**config.mk**
```make
export PLATFORM = sky130hd
export DESIGN_NAME = swervolf_wb_initiator
export DESIGN_NICKNAME = d
export VERILOG_FILES = /design/src/rtl/swervolf_wb_initiator.sv
export SDC_FILE = /design/constraint.sdc
export NUM_CORES = 1
export LEC_CHECK = 0
export CAP_MARGIN = 20
export CORE_MARGIN = 2
export CORE_UTILIZATION = 30
export CTS_BUF_LIST = sky130_fd_sc_hd__clkbuf_8 sky130_fd_sc_hd__clkbuf_16
export CTS_CLUSTER_DIAMETER = 60
export DETAILED_ROUTE_END_ITERATION = 6
export DONT_BUFFER_PORTS = 1
export GPL_ROUTABILITY_DRIVEN = 0
export SYNTH_ARGS = -nofsm -noshare
export SYNTH_HDL_FRONTEND = slang
export SYNTH_SLANG_ARGS = --single-unit
```
**constraint.sdc**
```tcl
create_clock -name i_clk -period 3.7 [get_ports i_clk]
set_clock_uncertainty 0.05 [all_clocks]
set_input_delay 0.925 -clock i_clk [delete_from_list [all_inputs] [get_ports i_clk]]
set_output_delay 0.925 -clock i_clk [all_outputs]
set_load 0.01 [all_outputs]
```
**src/rtl/swervolf_wb_initiator.sv**
```systemverilog
// Single-outstanding Wishbone initiator: accepts one command, runs one bus
// cycle (ack, error or timeout), then holds the response until consumed.
module swervolf_wb_initiator #(
  parameter int ADR_W   = 6,
  parameter int TIMEOUT = 16
) (
  input  logic             i_clk,
  input  logic             i_rst,
  input  logic             i_cmd_valid,
  output logic             o_cmd_ready,
  input  logic [ADR_W-1:0] i_cmd_adr,
  input  logic [31:0]      i_cmd_dat,
  input  logic [3:0]       i_cmd_sel,
  input  logic             i_cmd_we,
  output logic             o_rsp_valid,
  input  logic             i_rsp_ready,
  output logic [31:0]      o_rsp_rdt,
  output logic             o_rsp_err,
  output logic [ADR_W-1:0] o_wb_adr,
  output logic [31:0]      o_wb_dat,
  output logic [3:0]       o_wb_sel,
  output logic             o_wb_we,
  output logic             o_wb_cyc,
  output logic             o_wb_stb,
  input  logic [31:0]      i_wb_rdt,
  input  logic             i_wb_ack,
  input  logic             i_wb_err,
  output logic             o_busy
);

  localparam int CW = $clog2(TIMEOUT);

  typedef enum logic [1:0] {IDLE, BUS, RESP} state_t;

  state_t        state, state_nxt;
  logic [CW-1:0] cnt;
  logic          timeout_hit;

  assign timeout_hit = (cnt == CW'(TIMEOUT - 1));

  always_ff @(posedge i_clk) begin
    if (i_rst) state <= IDLE;
    else       state <= state_nxt;
  end

  always_comb begin
    state_nxt   = state;
    o_cmd_ready = 1'b0;
    o_rsp_valid = 1'b0;
    o_wb_cyc    = 1'b0;
    o_wb_stb    = 1'b0;
    o_busy      = 1'b1;
    case (state)
      IDLE: begin
        o_cmd_ready = 1'b1;
        o_busy      = 1'b0;
        if (i_cmd_valid) state_nxt = BUS;
      end
      BUS: begin
        o_wb_cyc = 1'b1;
        o_wb_stb = 1'b1;
        if (i_wb_ack || i_wb_err || timeout_hit) state_nxt = RESP;
      end
      RESP: begin
        o_rsp_valid = 1'b1;
        if (i_rsp_ready) state_nxt = IDLE;
      end
      default: state_nxt = IDLE;
    endcase
  end

  // Counter only advances on idle bus cycles and stops at TIMEOUT-1, so it never wraps.
  always_ff @(posedge i_clk) begin
    if (i_rst) begin
      o_wb_adr  <= '0;
      o_wb_dat  <= '0;
      o_wb_sel  <= '0;
      o_wb_we   <= 1'b0;
      o_rsp_rdt <= '0;
      o_rsp_err <= 1'b0;
      cnt       <= '0;
    end else begin
      case (state)
        IDLE: if (i_cmd_valid) begin
          o_wb_adr <= i_cmd_adr;
          o_wb_dat <= i_cmd_dat;
          o_wb_sel <= i_cmd_sel;
          o_wb_we  <= i_cmd_we;
          cnt      <= '0;
        end
        BUS: begin
          if (i_wb_err) begin
            o_rsp_rdt <= '0;
            o_rsp_err <= 1'b1;
          end else if (i_wb_ack) begin
            o_rsp_rdt <= o_wb_we ? 32'd0 : i_wb_rdt;
            o_rsp_err <= 1'b0;
          end else if (timeout_hit) begin
            o_rsp_rdt <= '0;
            o_rsp_err <= 1'b1;
          end else begin
            cnt <= cnt + CW'(1);
          end
        end
        default: ;
      endcase
    end
  end

endmodule

```
# After elaboration in Yosys (flattened, before gate mapping)
# Index checks and enable logic that the tools add are counted.
[word_totals]
out_inout_bits = 81
wordCells = 47
input_bits = 81
reg_bits = 82
[op_classes]
muxes = 20
n_addsub = 1
eq_ne = 9
reduce_logical = 9
[op_table]
columns = ["operator", "n"]
rows = [
  ["two-way mux 32 bit", 4],
  ["two-way mux 4 bit", 4],
  ["inequality test 2 bit (second input constant)", 6],
  ["case mux 4 bit (2 select lines)", 1],
  ["two-way mux 1 bit", 7],
  ["two-way mux 2 bit", 3],
  ["case mux 2 bit (3 select lines)", 1],
  ["AND reduction 5 bit", 1],
  ["adder 4 x 1 -> 4 bit (second input constant)", 1],
  ["equality test 4 bit (second input constant)", 1],
  ["AND reduction 2 bit", 2],
  ["AND reduction 3 bit", 1],
  ["nonzero test 3 bit", 1],
  ["equality test 2 x 1 -> 1 bit (second input constant)", 1],
  ["equality test 2 bit (second input constant)", 1],
  ["logical NOT 2 bit", 1],
  ["logical OR 1 bit", 2],
  ["nonzero test 2 bit", 1],
]

# Depth between registers and ports, before layout
# Gate-level depths: netlist (run 1).
[depth]
depth_word = 5
ltp_mapped = 7
ltp_nobuf = 4

# Least setup slack after synthesis (run 1)
# Ideal clock, no wire load.
[synth_timing]
path_kind = "register to output"
startpoint = "register state[1]"
endpoint = "output o_wb_stb"
required_ns = 2.725
setup_slack_ns = 1.739
stages_incl_launch_ff = 6
n_path_buf = 3
arrival_time_ns = 0.986
path_cell_list = "dfxtp_1 nand2b_1 buf_2 inv_2 buf_2 buf_4"
[synth_between]
elab_chain_cells = 2
[synth_lines]
columns = ["item", "line_no", "source"]
rows = [
  ["start, declared", "35", "state_t state, state_nxt;"],
  ["start signal, assigned", "43", "else state <= state_nxt;"],
  ["equality test 2 x 1 -> 1 bit", "n/a", ""],
  ["two-way mux 1 bit", "n/a", ""],
  ["end, declared", "24", "output logic o_wb_stb,"],
]
# Every way passes these cells.

# Final worst setup path (run 1)
# Same ends and word-level chain as after synthesis.

==> results.yml, run 1 <==
outcome:
  status: "finished, final reports clean"
logic_synthesis:
  synth_nets: 459
  synth_top_family_by_area: "simple AND/OR/NAND/NOR gates"
  synth_mux_area_share_pct: 0.316
  synth-seq-cells: 82
  yosysUniqueCellTypes: 28
  synth_area_mm2: 0.00317
  postSynthAreaPerCell_um2: 8.41
  synth_compound_area_share_pct: 14.8
  synth-simple-area-share_pct: 26.7
  syn_inst: 377
  yosysSeqAreaShare_pct: 51.8
  synthAdderAreaFrac_pct: 0.394
  yosysWarnings: 0
  synthXorXnorAreaFrac_pct: 0
timing:
  slew_violations: 0
  min_period_ns: 2.28
  finalSetupTns_ns: 0
  finalCritPeriodShare_pct: 61.5
  rsz0062_at_grt: "false"
  relSlewSlack_pct: 46.5
  worst-slew-pin-transition_ns: 0.803
  setup_violations: 0
  final.setup.worst_slack_ns: 1.42
  hold_viol_final: 0
  max_clock_freq_mhz: 439
power:
  comb_power_share_pct: 6.8
  p_seq_share_pct: 52.1
  p_int_mw: 1.42
  clock_power_share_pct: 41.1
  power.switching_uw: 436
  max-vdd-ir-drop_mv: 0.197
  cellPowerDensity_mw_per_mm2: 539
  p_sw_share_pct: 23.5
  leakagePower_nw: 1.18
drt:
  ant_nets: 0
  drt_iter0_drc: 189
  vias: 2566
  wire_per_inst_um: 15.2
  first_pass_iters: 4
  avgViaCountPerCell: 5.15
  drc: 0
  drt_wl_total_um: 7590
cells_and_area:
  nNetsFinal: 442
  drive_gt1_share_pct: 6.35
  fin_cells: 498
  finalInstanceArea_mm2: 0.00344
  fill_cells: 1082
  seqCellArea_mm2: 0.00164
  antenna_cells: 0
  area_delta_synth_final_pct: 8.56
  multiInputGateArea_mm2: 0.00135
clock_network:
  hold_buffers: 0
  clk_pin_slew_ns: 0.08
  cts.sinks: 82
  cts_tree: "done"
  cts_setup_buffers: 0
  cts-buffers-inserted: 9
  max-clock-path-buffers: 2
  cts_resized: 0
  htree_levels: 3
  root_buffer: "clkbuf_8"
  clkLatencyLatePin_ns: 0.35
hold_path:
  min_delay_path_depth: 2
  min_path_type: "flop to flop"
  hold_start: "o_wb_dat[26]"
  holdPathEnd: "o_wb_dat[26]"
setup_path:
  cp_top_family: "flip-flops"
  max_stage_delay_ns: 0.46
  worstReg2RegStart: "cnt[0]"
  arrival_ns: 1.30
  r2r_cells: 5
  r2r_slack_ns: 1.57
  crit_path_max_fanout: 8
  slowest_stage: "dfxtp_1"
  worstSetupPathType: "flop to output pin"
  start_kind: "flop"
  endpoint_kind: "output pin"
  critPathRequiredTime_ns: 2.72
  path_buf_inv: 1
  critical_path.cell_chain: "nand2b_1, inv_2"
  rr_endpoint: "cnt[0]"
global_route:
  grt_util_met1_pct: 14.8
  grt_use_met3_pct: 5.35
  first_global_vias: 2411
  top_usage_layer: "met2"
  overflow: 0
  grt_pass1_wl_um: 11800
  groute.usage.overall_pct: 12.9
  antenna_found_initial: 0
  grt_max_degree: 85
  met2_usage_pct: 20.8
placed_design:
  numPortBuffers: 0
  dp_cells: 485
  place_area_mm2: 0.00322
  place_ws_ns: 1.29
  hpwlAfterDp_um: 4970
floorplanning:
  initial_core_util_pct: 30.9
  core_area_mm2: 0.0103
  fp.dieH_um: 107
  die_area_mm2: 0.0114
  die_x_um: 107
  num_rows: 37
  ioPinCount: 162
flow_run:
  cap_violations: 0
## area by class of cell
class / count / share of cell area, %
clock buffer: 10 / 4.00
multi-input combinational: 258 / 39.1
sequential: 82 / 47.7
clock inverter: 3 / 2.62
timing repair buffer: 6 / 1.31
inverter: 3 / 0.327
tap: 136 / 4.94
## flip-flops by register name, summed over array words and instances, names as in the netlist
name       count
cnt            4
o_rsp_err      1
o_rsp_rdt     32
o_wb_adr       6
o_wb_dat      32
o_wb_sel       4
o_wb_we        1
state          2
## worst max-delay path by stage
stage                   from        to  slack (ns)  cells after the start
finish              state[1]  o_wb_stb        1.42                      2
CTS                 state[1]  o_wb_stb        1.39                      2
detailed placement  i_wb_err    cnt[0]        1.29                      4
global route        state[1]  o_wb_cyc        1.31                      2
global placement    i_wb_err    cnt[0]        1.27                      4
floorplan           state[1]  o_wb_stb        1.74                      5
## Yosys cell counts
cell | instances | area share [%]
nand2_1 | 87 | 10
dfxtp_1 | 82 | 52
a21oi_1 | 48 | 7.6
nand2b_1 | 35 | 6.9
nand4_1 | 32 | 6.3
o21ai_1 | 26 | 4.1
buf_2 | 18 | 2.8
clkbuf_1 | 9 | 1.1
o21ai_0 | 8 | 1.3
buf_4 | 6 | 1.4
nor2b_1 | 3 | 0.59
o211ai_1 | 3 | 0.71
a311oi_1 | 2 | 0.55
inv_1 | 2 | 0.24
nand3_1 | 2 | 0.32
nor2_1 | 2 | 0.24
a311o_1 | 1 | 0.32
buf_6 | 1 | 0.36
ha_1 | 1 | 0.39
inv_2 | 1 | 0.12
mux2i_1 | 1 | 0.32
nor3_1 | 1 | 0.16
nor3b_2 | 1 | 0.39
nor4b_1 | 1 | 0.28
nor4b_4 | 1 | 0.75
o32ai_1 | 1 | 0.28
or3_1 | 1 | 0.20
or3b_1 | 1 | 0.28
## metrics by stage
step	total power [mW]	hold slack, ns	util (%)
after floorplan	1.10	0.431	-
after global placement	1.11	0.436	31.3
after detailed placement	1.12	0.439	31.3
after CTS	1.89	0.451	33.5
after global routing	1.94	0.468	33.5
final	1.86	0.449	33.5
## layout by cell type (no fill, tap or decap), types with 2 or more instances in the layout
master / count
nand2_1: 87
dfxtp_1: 82
a21oi_1: 48
nand2b_1: 35
nand4_1: 32
o21ai_1: 26
clkbuf_8: 10
o21ai_0: 8
buf_4: 6
nor2b_1: 3
o211ai_1: 3
bufinv_16: 3
inv_1: 2
a311oi_1: 2
nand3_1: 2
## cell families after synthesis
logic type / count (synthesis)
compound gates: 89
mux: 1
buf+inv: 37
fa+ha+maj: 1
flops: 82
simple gates: 167
## worst min-delay path, stage by stage, from the launching register on
cell,delay [ns]
dfxtp_1,0.35
nand2_1,0.06
a21oi_1,0.05
## power groups by stage
stage	registers (mW)	logic, mW	clock network (mW)
CTS	0.968	0.128	0.793
finish	0.967	0.125	0.763
floorplan	0.978	0.122	0
global route	0.972	0.144	0.824
detailed placement	0.988	0.128	0
global placement	0.988	0.123	0
## metal layers
| metal | vias up | share of wire, % |
|---|---|---|
| met5 | - | 0 |
| met2 | 120 | 44 |
| li1 | 1250 | - |
| met4 | 0 | 1.9 |
| met3 | 14 | 11 |
| met1 | 1182 | 42 |
Power figures use the tool's default switching activity.
==> run 2: changes to the inputs <==
==> constraint.sdc (replaced) <==
create_clock -name i_clk -period 2.2 [get_ports i_clk]
set_clock_uncertainty 0.05 [all_clocks]
set_input_delay 0.55 -clock i_clk [delete_from_list [all_inputs] [get_ports i_clk]]
set_output_delay 0.55 -clock i_clk [all_outputs]
set_load 0.01 [all_outputs]
==> run 2 against run 1 <==
Net effect: flip-flop and latch count is the same; cell count grew 1.0%; sequential share of layout area increased by 0.052 points; first-iteration DRC count fell by 32%; largest power group unchanged.
==> results.yml, run 2 (synthesis results as in run 1) <==
outcome:
  status: "finished, final reports clean"
setup_path:
  crit_path_max_fanout: 19
  start_kind: "flop"
  path_buf_inv: 2
  arrival_ns: 1.37
  critPathRequiredTime_ns: 1.60
  cp_top_family: "flip-flops"
  max_stage_delay_ns: 0.45
  slowest_stage: "dfxtp_1"
  critical_path.cell_chain: "nand2b_1, buf_4, inv_4"
  endpoint_kind: "output pin"
  worstReg2RegStart: "cnt[0]"
  r2r_slack_ns: 0.37
  worstSetupPathType: "flop to output pin"
  rr_endpoint: "o_rsp_err"
  r2r_cells: 5
timing:
  finalSetupTns_ns: 0
  hold_viol_final: 0
  setup_violations: 0
  slew_violations: 0
  min_period_ns: 1.97
  final.setup.worst_slack_ns: 0.230
  rsz0062_at_grt: "false"
  max_clock_freq_mhz: 508
  worst-slew-pin-transition_ns: 0.683
  relSlewSlack_pct: 54.4
  finalCritPeriodShare_pct: 89.6
floorplanning:
  ioPinCount: 162
  core_area_mm2: 0.0103
  die_x_um: 107
  initial_core_util_pct: 30.9
  fp.dieH_um: 107
  num_rows: 37
  die_area_mm2: 0.0114
drt:
  wl_met1_um: 3290
  drc: 0
  drt_wl_total_um: 7730
  drt_iter0_drc: 128
  wire_per_inst_um: 15.4
  vias: 2549
  wl_met3_um: 820
  avgViaCountPerCell: 5.07
  first_pass_iters: 6
  highest_layer: "met4"
  wl_met2_um: 3540
  ant_nets: 0
power:
  cellPowerDensity_mw_per_mm2: 859
  max-vdd-ir-drop_mv: 0.343
  leakagePower_nw: 1.18
cells_and_area:
  top_regs: "o_rsp_rdt x32, o_wb_dat x32, o_wb_adr x6"
  layout_common_cells: "87 x nand2_1, 82 x dfxtp_1, 48 x a21oi_1"
  final_common_cell: "nand2_1"
  nNetsFinal: 444
  drive_gt1_share_pct: 7.90
  fill_cells: 1087
  finalInstanceArea_mm2: 0.00344
  antenna_cells: 0
  area_delta_synth_final_pct: 8.44
hold_path:
  min_path_type: "primary input to flop"
  holdPathEnd: "o_wb_dat[12]"
  hold_start: "i_rst"
  min_delay_path_depth: 1
flow_run:
  cap_violations: 0
global_route:
  overflow: 0
  antenna_found_initial: 0
  first_global_vias: 2493
  groute.usage.overall_pct: 13.4
  grt_pass1_wl_um: 12100
  grt_max_degree: 85
clock_network:
  cts_tree: "done"
  root_buffer: "clkbuf_8"
  hold_buffers: 0
  cts.sinks: 82
  clkLatencyLatePin_ns: 0.36
  htree_levels: 3
  clk_pin_slew_ns: 0.09
  max-clock-path-buffers: 2
  cts-buffers-inserted: 9
placed_design:
  numPortBuffers: 0
  place_area_mm2: 0.00323
  place_ws_ns: 0.0264
  hpwlAfterDp_um: 5260
-- run 2: cell count changes in the layout (fill, tap and decap cells not counted), moves of 2 or more --
cell        previous run  this run
bufinv_16              3         1
inv_6                  0         2
clkinvlp_4             0         2
buf_4                  6         8
-- run 2: final cells by class --
class / count / area [µm²] / area share (%)
multi-input cells: 258 / 1350 / 39.4
inverters: 3 / 13.8 / 0.400
clock buffers: 9 / 124 / 3.60
clock inverters: 7 / 76.3 / 2.22
flip-flops and latches: 82 / 1640 / 47.7
repair buffers: 8 / 60.1 / 1.75
well taps: 136 / 170 / 4.95
-- run 2: worst max path at each step --
stage	endpoint	startpoint	depth (start not counted)	slack, ns
3_5_place_dp	o_rsp_rdt[20]	cnt[0]	4	0.03
5_1_grt	o_wb_cyc	state[0]	3	0.11
2_1_floorplan	o_wb_stb	state[1]	5	0.61
6_report	o_wb_stb	state[0]	3	0.23
3_3_place_gp	o_rsp_rdt[31]	cnt[0]	4	0.19
4_1_cts	o_wb_cyc	state[0]	3	0.08
-- run 2: layer usage --
metal  vias to the layer above  track usage (%)
li1                       1257                -
met1                      1173             15.4
met2                       113             21.3
met3                         6             6.50
met4                         0             5.38
met5                         -                0
-- run 2: metrics by stage --
stage | power, mW | hold WS [ns] | instances | utilization, %
2_1_floorplan | 1.85 | 0.431 | 377 | -
3_3_place_gp | 1.87 | 0.436 | 487 | 31.4
3_5_place_dp | 1.88 | 0.439 | 487 | 31.4
4_1_cts | 3.01 | 0.183 | 503 | 33.4
5_1_grt | 3.11 | 0.171 | 503 | 33.5
6_report | 2.96 | 0.227 | 503 | 33.5
-- run 2: timing repair --
action	4_1_cts	5_1_grt
gates resized for setup	1	3
setup buffers	0	0
setup endpoints to repair	1	3
-- run 2: report_power, final --
part | internal (mW) | switching (mW)
sequential | 1.55 | 0.0766
combinational | 0.0769 | 0.143
clock | 0.532 | 0.577
==> run 3: changes to the inputs <==
--- a/config.mk
+++ b/config.mk
@@ -6,10 +6,12 @@
 export NUM_CORES = 1
 export LEC_CHECK = 0
 export CAP_MARGIN = 20
+export CORE_ASPECT_RATIO = 1.75
 export CORE_MARGIN = 2
 export CORE_UTILIZATION = 30
 export CTS_BUF_LIST = sky130_fd_sc_hd__clkbuf_8 sky130_fd_sc_hd__clkbuf_16
 export CTS_CLUSTER_DIAMETER = 60
+export CTS_CLUSTER_SIZE = 25
 export DETAILED_ROUTE_END_ITERATION = 6
 export DONT_BUFFER_PORTS = 1
 export GPL_ROUTABILITY_DRIVEN = 0
==> constraint.sdc (replaced) <==
create_clock -name i_clk -period 2.2 [get_ports i_clk]
set_clock_uncertainty 0.05 [all_clocks]
set_input_delay 0.44 -clock i_clk [delete_from_list [all_inputs] [get_ports i_clk]]
set_output_delay 0.44 -clock i_clk [all_outputs]
set_load 0.01 [all_outputs]
==> run 3 against run 2 <==
Net effect: combinational power about the same; worst setup slack got worse by 0.11 ns; clock power grew 58%; critical path depth shrank 1; utilization is 1.3 points higher; total power grew 22%; cell count is 2.0% lower; register-to-register slack got worse by 0.17 ns; worst hold slack lost 0.10 ns; flip-flop and latch count did not move; highest routed layer unchanged.
==> results.yml, run 3 (synthesis results as in run 1) <==
timing:
  hold_viol_final: 0
  max_clock_freq_mhz: 481
  setup_violations: 0
  finalSetupTns_ns: 0
  rsz0062_at_grt: "false"
  finalCritPeriodShare_pct: 94.5
  worst-slew-pin-transition_ns: 0.693
  relSlewSlack_pct: 53.8
  slew_violations: 0
  min_period_ns: 2.08
floorplanning:
  num_rows: 49
  core_area_mm2: 0.0103
  ioPinCount: 162
  initial_core_util_pct: 30.8
  die_x_um: 81.7
  die_area_mm2: 0.0114
  fp.dieH_um: 140
setup_path:
  worstSetupPathType: "flop to output pin"
  crit_path_max_fanout: 34
  arrival_ns: 1.59
  start_kind: "flop"
  endpoint_kind: "output pin"
  critPathRequiredTime_ns: 1.71
clock_network:
  htree_levels: 3
  max-clock-path-buffers: 2
  cts-buffers-inserted: 9
  cts_tree: "done"
  cts_setup_buffers: 0
  root_buffer: "clkbuf_16"
  hold_buffers: 0
  cts_resized: 0
  clkLatencyLatePin_ns: 0.33
  cts.sinks: 82
  clk_pin_slew_ns: 0.06
drt:
  vias: 2533
  wire_per_inst_um: 16.2
  drc: 0
  drt_iter0_drc: 113
  drt_wl_total_um: 7960
  first_pass_iters: 4
  ant_nets: 0
  avgViaCountPerCell: 5.14
hold_path:
  min_path_type: "primary input to flop"
cells_and_area:
  fill_cells: 1070
  drive_gt1_share_pct: 7.12
  top_regs: "o_rsp_rdt x32, o_wb_dat x32, o_wb_adr x6"
  finalInstanceArea_mm2: 0.00358
  area_delta_synth_final_pct: 12.7
  final_common_cell: "nand2_1"
  nNetsFinal: 442
  layout_common_cells: "87 x nand2_1, 82 x dfxtp_1, 48 x a21oi_1"
power:
  p_seq_share_pct: 45.3
  max-vdd-ir-drop_mv: 0.578
  comb_power_share_pct: 6.1
  power.switching_uw: 852
  p_sw_share_pct: 23.7
  leakagePower_nw: 1.24
  p_int_mw: 2.75
  cellPowerDensity_mw_per_mm2: 1010
  clock_power_share_pct: 48.6
flow_run:
  cap_violations: 0
global_route:
  groute.usage.overall_pct: 13.4
  grt_pass1_wl_um: 11700
  overflow: 0
  grt_max_degree: 85
  antenna_found_initial: 1
  first_global_vias: 2422
placed_design:
  numPortBuffers: 0
  hpwlAfterDp_um: 5470
  place_area_mm2: 0.00322
outcome:
  status: "finished, final reports clean"
run 3: cell types whose count changed in the layout (fill, tap and decap cells not counted), sizes merged:
cell | before | now
clkinvlp | 2 | 1
buf | 8 | 6
clkinv | 2 | 1
bufinv | 1 | 3
diode | 0 | 1
run 3: path summary, 6_finish.rpt:
check | endpoint | from | slack, ns | cells after the start
min | o_wb_adr[2] | i_rst | 0.13 | 1
min reg2reg | o_wb_dat[13] | o_wb_dat[13] | 0.45 | 2
max reg2reg | o_rsp_err | cnt[0] | 0.20 | 5
max | o_wb_cyc | state[0] | 0.12 | 2
run 3: metrics by stage:
stage          power, mW  worst slack [ns]  cells  hold WS, ns  util (%)
6_report            3.60             0.120    493        0.126      34.7
5_1_grt             3.74            0.0413    493        0.105      34.7
4_1_cts             3.65             0.150    492        0.106      34.7
3_5_place_dp        1.88             0.239    476        0.440      31.3
3_3_place_gp        1.87             0.170    475        0.436      31.0
2_1_floorplan       1.85             0.679    377        0.431         -
run 3: worst max-delay path, cell delays in order (launching register included):
cell	delay (ns)
dfxtp_1	0.43
nand2b_1	0.23
inv_2	0.58
run 3: metal layers:
layer / vias to the layer above / global-route usage (%) / part of all wire (%)
met3: 12 / 6.06 / 9.4
met5: - / 0 / 0
met1: 1164 / 12.8 / 35
li1: 1251 / - / -
met2: 106 / 23.7 / 53
met4: 0 / 6.05 / 2.1
run 3: power groups by stage:
stage / logic (mW) / registers, mW / clock network, mW
detailed placement: 0.222 / 1.66 / 0
global route: 0.246 / 1.64 / 1.86
finish: 0.220 / 1.63 / 1.75
CTS: 0.221 / 1.63 / 1.80
floorplan: 0.205 / 1.65 / 0
global placement: 0.207 / 1.66 / 0
run 3: layout make-up:
class	count	area (µm²)	area share, %
multi-input combinational	258	1350	37.7
timing repair buffer	6	65.1	1.82
clock inverter	7	124	3.46
tap	127	159	4.44
inverter	3	11.3	0.315
antenna	1	2.50	0.0700
sequential	82	1640	45.9
clock buffer	9	225	6.30
